[config.mk]
export PLATFORM = sky130hd
export DESIGN_NAME = sram_port_arbiter
export DESIGN_NICKNAME = d
export VERILOG_FILES = /design/src/rtl/sram_port_arbiter.sv
export SDC_FILE = /design/constraint.sdc
export NUM_CORES = 1
export LEC_CHECK = 0
export BUFFER_PORTS_ARGS = -buffer_cell sky130_fd_sc_hd__buf_2
export CAP_MARGIN = 20
export CORE_AREA = 2 2 127 129
export DETAILED_ROUTE_END_ITERATION = 8
export DIE_AREA = 0 0 129 131
export SYNTH_ARGS = -nofsm -noshare
export SYNTH_HDL_FRONTEND = slang
export SYNTH_SLANG_ARGS = --single-unit
export TNS_END_PERCENT = 30
[constraint.sdc]
create_clock -name clk -period 2.1 [get_ports clk]
set_input_delay 0.42 -clock clk [delete_from_list [all_inputs] [get_ports clk]]
set_output_delay 0.42 -clock clk [all_outputs]
set_load 0.02 [all_outputs]
[src/rtl/sram_port_arbiter.sv]
// Two-master arbiter for a single SRAM-like slave port with in-order responses.
// Data-side (d_*) and instruction-side (i_*) requests share the slave; an owner FIFO routes each data_ok back.
module sram_port_arbiter #(
    parameter int MAX_OUTSTANDING = 4,
    parameter int PRIO_MODE       = 0
) (
    input  logic                               clk,
    input  logic                               rst,

    input  logic                               i_req,
    input  logic                               i_wr,
    input  logic [1:0]                         i_size,
    input  logic [31:0]                        i_addr,
    input  logic [31:0]                        i_wdata,
    input  logic [3:0]                         i_wstrb,
    output logic [31:0]                        i_rdata,
    output logic                               i_addr_ok,
    output logic                               i_data_ok,

    input  logic                               d_req,
    input  logic                               d_wr,
    input  logic [1:0]                         d_size,
    input  logic [31:0]                        d_addr,
    input  logic [31:0]                        d_wdata,
    input  logic [3:0]                         d_wstrb,
    output logic [31:0]                        d_rdata,
    output logic                               d_addr_ok,
    output logic                               d_data_ok,

    output logic                               s_req,
    output logic                               s_wr,
    output logic [1:0]                         s_size,
    output logic [31:0]                        s_addr,
    output logic [31:0]                        s_wdata,
    output logic [3:0]                         s_wstrb,
    input  logic [31:0]                        s_rdata,
    input  logic                               s_addr_ok,
    input  logic                               s_data_ok,

    output logic [$clog2(MAX_OUTSTANDING):0]   outstanding,
    output logic                               proto_err
);

    localparam int PW = $clog2(MAX_OUTSTANDING);
    localparam int CW = PW + 1;

    // Owner encoding: 1 = data master, 0 = instruction master.
    logic          r_owner [MAX_OUTSTANDING];
    logic [PW-1:0] r_wptr;
    logic [PW-1:0] r_rptr;
    logic [CW-1:0] r_cnt;
    logic          r_lock_valid;
    logic          r_lock_owner;
    logic          r_last_grant;
    logic          r_proto_err;
    logic          r_rst_q;

    logic w_grant;
    logic w_greq;
    logic w_full;
    logic w_empty;
    logic w_block;
    logic w_hs;
    logic w_pop;
    logic w_head;

    assign w_full  = (r_cnt == CW'(MAX_OUTSTANDING));
    assign w_empty = (r_cnt == '0);
    // Handshakes stay quiet during reset and for one cycle after it.
    assign w_block = rst | r_rst_q;

    always_comb begin
        w_grant = 1'b1;
        if (r_lock_valid) begin
            w_grant = r_lock_owner;
        end else if (d_req && !i_req) begin
            w_grant = 1'b1;
        end else if (i_req && !d_req) begin
            w_grant = 1'b0;
        end else if (i_req && d_req) begin
            w_grant = (PRIO_MODE == 0) ? 1'b1 : ~r_last_grant;
        end
    end

    assign w_greq = w_grant ? d_req : i_req;

    assign s_req   = w_greq && !w_full && !w_block;
    assign s_wr    = w_grant ? d_wr    : i_wr;
    assign s_size  = w_grant ? d_size  : i_size;
    assign s_addr  = w_grant ? d_addr  : i_addr;
    assign s_wdata = w_grant ? d_wdata : i_wdata;
    assign s_wstrb = w_grant ? d_wstrb : i_wstrb;

    assign w_hs      = s_req && s_addr_ok;
    assign d_addr_ok = w_hs &&  w_grant;
    assign i_addr_ok = w_hs && !w_grant;

    assign w_head    = r_owner[r_rptr];
    assign w_pop     = s_data_ok && !w_empty && !w_block;
    assign d_data_ok = w_pop &&  w_head;
    assign i_data_ok = w_pop && !w_head;
    assign i_rdata   = s_rdata;
    assign d_rdata   = s_rdata;

    assign outstanding = r_cnt;
    assign proto_err   = r_proto_err;

    always_ff @(posedge clk) begin
        r_rst_q <= rst;
    end

    always_ff @(posedge clk) begin
        if (w_hs) begin
            r_owner[r_wptr] <= w_grant;
        end
    end

    always_ff @(posedge clk) begin
        if (rst) begin
            r_wptr       <= '0;
            r_rptr       <= '0;
            r_cnt        <= '0;
            r_lock_valid <= 1'b0;
            r_lock_owner <= 1'b0;
            r_last_grant <= 1'b0;
            r_proto_err  <= 1'b0;
        end else begin
            if (w_hs) begin
                r_wptr       <= r_wptr + PW'(1);
                r_last_grant <= w_grant;
                r_lock_valid <= 1'b0;
            end else if (s_req) begin
                r_lock_valid <= 1'b1;
                r_lock_owner <= w_grant;
            end else if (r_lock_valid && !w_greq) begin
                r_lock_valid <= 1'b0;
            end

            if (w_pop) begin
                r_rptr <= r_rptr + PW'(1);
            end

            case ({w_hs, w_pop})
                2'b10:   r_cnt <= r_cnt + CW'(1);
                2'b01:   r_cnt <= r_cnt - CW'(1);
                default: r_cnt <= r_cnt;
            endcase

            if (s_data_ok && w_empty) begin
                r_proto_err <= 1'b1;
            end
        end
    end

endmodule

==> impl_metrics.env <==
export IMPL_dp_hpwl_um=10300
export IMPL_number_of_global_route_vias_before_repair=2052
export IMPL_worst_setup_path_type="flop to output port"
export IMPL_p_switching_uw=671
export IMPL_post_route_min_period_ns=2.08
export IMPL_netlist_top_cell_by_area="mux2_2"
export IMPL_rr_endpoint="outstanding[2]$_SDFFE_PP0P_"
export IMPL_synth_edff_count=4
export IMPL_antenna_left=0
export IMPL_detail_route_vias_per_cell=3.61
export IMPL_mappedNetlistArea_mm2=0.00214
export IMPL_critical_path_peak_fanout=28
export IMPL_crit_required_ns=1.68
export IMPL_synthCells=227
export IMPL_die_height_um=131
export IMPL_timing_fmax_mhz=482
export IMPL_chipWidth_um=129
export IMPL_antenna_found_initial=0
export IMPL_rsz_0062_raised_after_global_routing="yes"
export IMPL_worstMarginPinSlew_ns=0.200
export IMPL_routedWlPerCell_um=18.6
export IMPL_synth_yosys_seq_area_share_pct=17.8
export IMPL_cts_tree="yes"
export IMPL_synth_nets=413
export IMPL_layout_setup_ws_ns=0.0239
export IMPL_drt_pass1_iterations=4
export IMPL_timing_max_cap_violations=0
export IMPL_placement_setup_worst_slack_ns=-0.138
export IMPL_synth_seq_cells=17
export IMPL_hold_path_startpoint="s_addr_ok"
export IMPL_result_of_the_run="complete, no violations"
export IMPL_clk_path_buf_depth=2
export IMPL_timing_critical_path_slowest_cell_delay_ns=0.37
export IMPL_final_area_mm2=0.00338
export IMPL_switching_share_pct=38.4
export IMPL_first_pass_grt_wire_length_um=14700
export IMPL_pwr_share_clk_pct=21.7
export IMPL_critPathSlowestCell="dfxtp_4"
export IMPL_total_routing_resource_utilization_after_global_routing_pct=12.4
export IMPL_power_per_cell_area_mw_per_mm2=517
export IMPL_static_leakage_power_uw=0.00167
export IMPL_whs_endpoint="r_lock_valid$_SDFFE_PP0P_"
export IMPL_vdd_ir_drop_max_uv=212
export IMPL_share_of_power_burned_in_combinational_logic_pct=57.7
export IMPL_finalCritPeriodShare_pct=98.9
export IMPL_placement_rows=46
export IMPL_post_route_drc_count=0
export IMPL_via_count=2223
export IMPL_hp_class="primary input to flop"
export IMPL_finish_net_count=587
export IMPL_regToRegSetupSlack_ns=0.03
export IMPL_clk_latency_ns=0.25
export IMPL_drt_initial_drc_count=117
export IMPL_synth_lib_cells_used_distinct=30
export IMPL_r2r_start="r_lock_owner$_SDFFE_PP0P_"
export IMPL_cts_hold_repair_buffers=0
export IMPL_synth_async_reset_ratio_pct=0
export IMPL_placedCellCount=610
export IMPL_design_core_area_mm2=0.0156
export IMPL_num_cts_buffers=3
export IMPL_layout_filler_cells=1740
export IMPL_placement_cell_area_mm2=0.00317
export IMPL_post_route_cells_drive_above_1_share_pct=83.0
export IMPL_fin_max_slew_vios=0
export IMPL_port_buffer_count=227
export IMPL_critical_path_cell_sequence="nor2_4 > a22o_4 > buf_12 > mux2_2 > buf_2"
export IMPL_timing_hold_violations_final=0
export IMPL_worst_slew_margin_relative_to_its_limit_pct=86.4
export IMPL_h_tree_depth=1
export IMPL_tritoncts_num_sinks=17
export IMPL_antennaDiodeCount=0
export IMPL_area_growth_synth_to_final_pct=57.7
export IMPL_initial_core_util_pct=13.7
export IMPL_ioPinCount=324
export IMPL_path_delay_family="flip-flops"
export IMPL_yosys_synthesis_warning_count=0
export IMPL_cts_root_buf="clkbuf_16"
export IMPL_internal_power_uw=1080
export IMPL_globalRouteOverflowTotal=0
export IMPL_min_delay_path_depth=2
export IMPL_dieArea_mm2=0.0169
export IMPL_routed_wirelength_um=11500
export IMPL_clock_skew_ns=0.000928
export IMPL_power_sequential_fraction_pct=20.6
export IMPL_synth_avg_cell_area_um2=9.43
export IMPL_synthDominantCellAreaShare_pct=37.3
export IMPL_setup_viol=0
export IMPL_clk_pin_slew_ns=0.05
export IMPL_crit_arrival_ns=1.66
export IMPL_stdcell_count=616
export IMPL_synth_area_leaders="mux2_2, buf_4, dfxtp_1, edfxtp_1, ha_1"
export IMPL_worst_r2r_cell_count=10
export IMPL_type_of_element_launching_the_critical_path="flop"
export IMPL_path_buf_inv=2
export IMPL_gpl_final_weighted_congestion=0.854
export IMPL_grt_start_max_net_pins=29
export IMPL_ys_dominant_reg_cell="dfxtp_1"
export IMPL_category_of_the_worst_setup_path_capture_point="output port"
==> logic make-up (layout without fill, tap and decap cells) <==
logic type | count (synthesis) | count (layout) | share of synthesized area, %
buffers and inverters | 83 | 256 | 26.4
AND/OR/NAND/NOR | 29 | 29 | 6.78
adder cells (fa/ha/maj) | 6 | 6 | 3.86
flip-flops | 17 | 17 | 17.8
XOR/XNOR | 4 | 4 | 1.64
multiplexers | 74 | 74 | 39.3
AO/OA/AOI/OAI | 14 | 14 | 4.21
==> placed cells by master, fill, tap and decap left out, drive strengths merged, types with 2 or more instances in the layout <==
cell type,n
mux2,71
ha,5
dfxtp,13
a21oi,6
and2,4
o31ai,2
xor2,4
nor2,15
mux2i,2
clkbuf,4
inv,10
or3,2
buf,242
nand4,2
edfxtp,4
==> per-layer routing <==
layer	up-vias	global-route usage, %	routed length, µm
met4	0	0.831	30
li1	1061	-	-
met1	1011	15.0	4390
met2	145	23.6	6370
met5	-	0	0
met3	6	2.61	672
==> timing repair <==
| action | 4_1_cts | 5_1_grt |
|---|---|---|
| pin swaps | 1 | 5 |
| resized for setup | 21 | 20 |
| cloned | 1 | 0 |
| buffers inserted | 2 | 1 |
| endpoints found under the setup margin | 62 | 71 |
==> synth_stat cells, types with 2 or more instances <==
library cell,count
mux2_2,71
buf_4,65
nor2_1,15
dfxtp_1,13
inv_1,10
buf_2,8
a21oi_1,6
ha_1,5
and2_1,4
edfxtp_1,4
xor2_1,4
mux2i_1,2
nand4_1,2
o31ai_1,2
==> worst max-delay path by stage <==
stage | startpoint | to | slack (ns) | cells after the start
3_3_place_gp | d_req | outstanding[2]$_SDFFE_PP0P_ | -0.11 | 11
6_report | r_lock_valid$_SDFFE_PP0P_ | s_addr[12] | 0.02 | 5
3_5_place_dp | d_req | outstanding[2]$_SDFFE_PP0P_ | -0.14 | 11
2_1_floorplan | rst | outstanding[2]$_SDFFE_PP0P_ | 0.02 | 10
5_1_grt | r_lock_owner$_SDFFE_PP0P_ | outstanding[2]$_SDFFE_PP0P_ | -0.07 | 10
4_1_cts | r_lock_valid$_SDFFE_PP0P_ | s_wdata[28] | -0.04 | 6
==> per-stage QoR <==
step	total power [µW]	util (%)	hold slack, ns	TNS, ns
2_1_floorplan	1060	-	0.448	0
3_3_place_gp	1330	20.3	0.475	-0.115
3_5_place_dp	1330	20.3	0.486	-0.138
4_1_cts	1770	21.5	0.404	-0.558
5_1_grt	1840	21.6	0.415	-1.10
6_report	1750	21.6	0.420	0
==> area by class of cell <==
type	instances	area [µm²]	share of cell area (%)
Tap cell	216	270	8.01
Multi-Input combinational cell	127	1240	36.9
Timing Repair Buffer	242	1350	40.1
Clock buffer	4	78.8	2.34
Inverter	10	40.0	1.19
Sequential cell	17	389	11.5
==> power by group through the flow <==
stage          sequential, µW  combinational (µW)  clock [µW]
2_1_floorplan             367                 696           0
3_3_place_gp              366                 962           0
3_5_place_dp              366                 962           0
4_1_cts                   360                1020         385
5_1_grt                   363                1080         404
6_report                  360                1010         379
(Power assumes the default switching activity.)
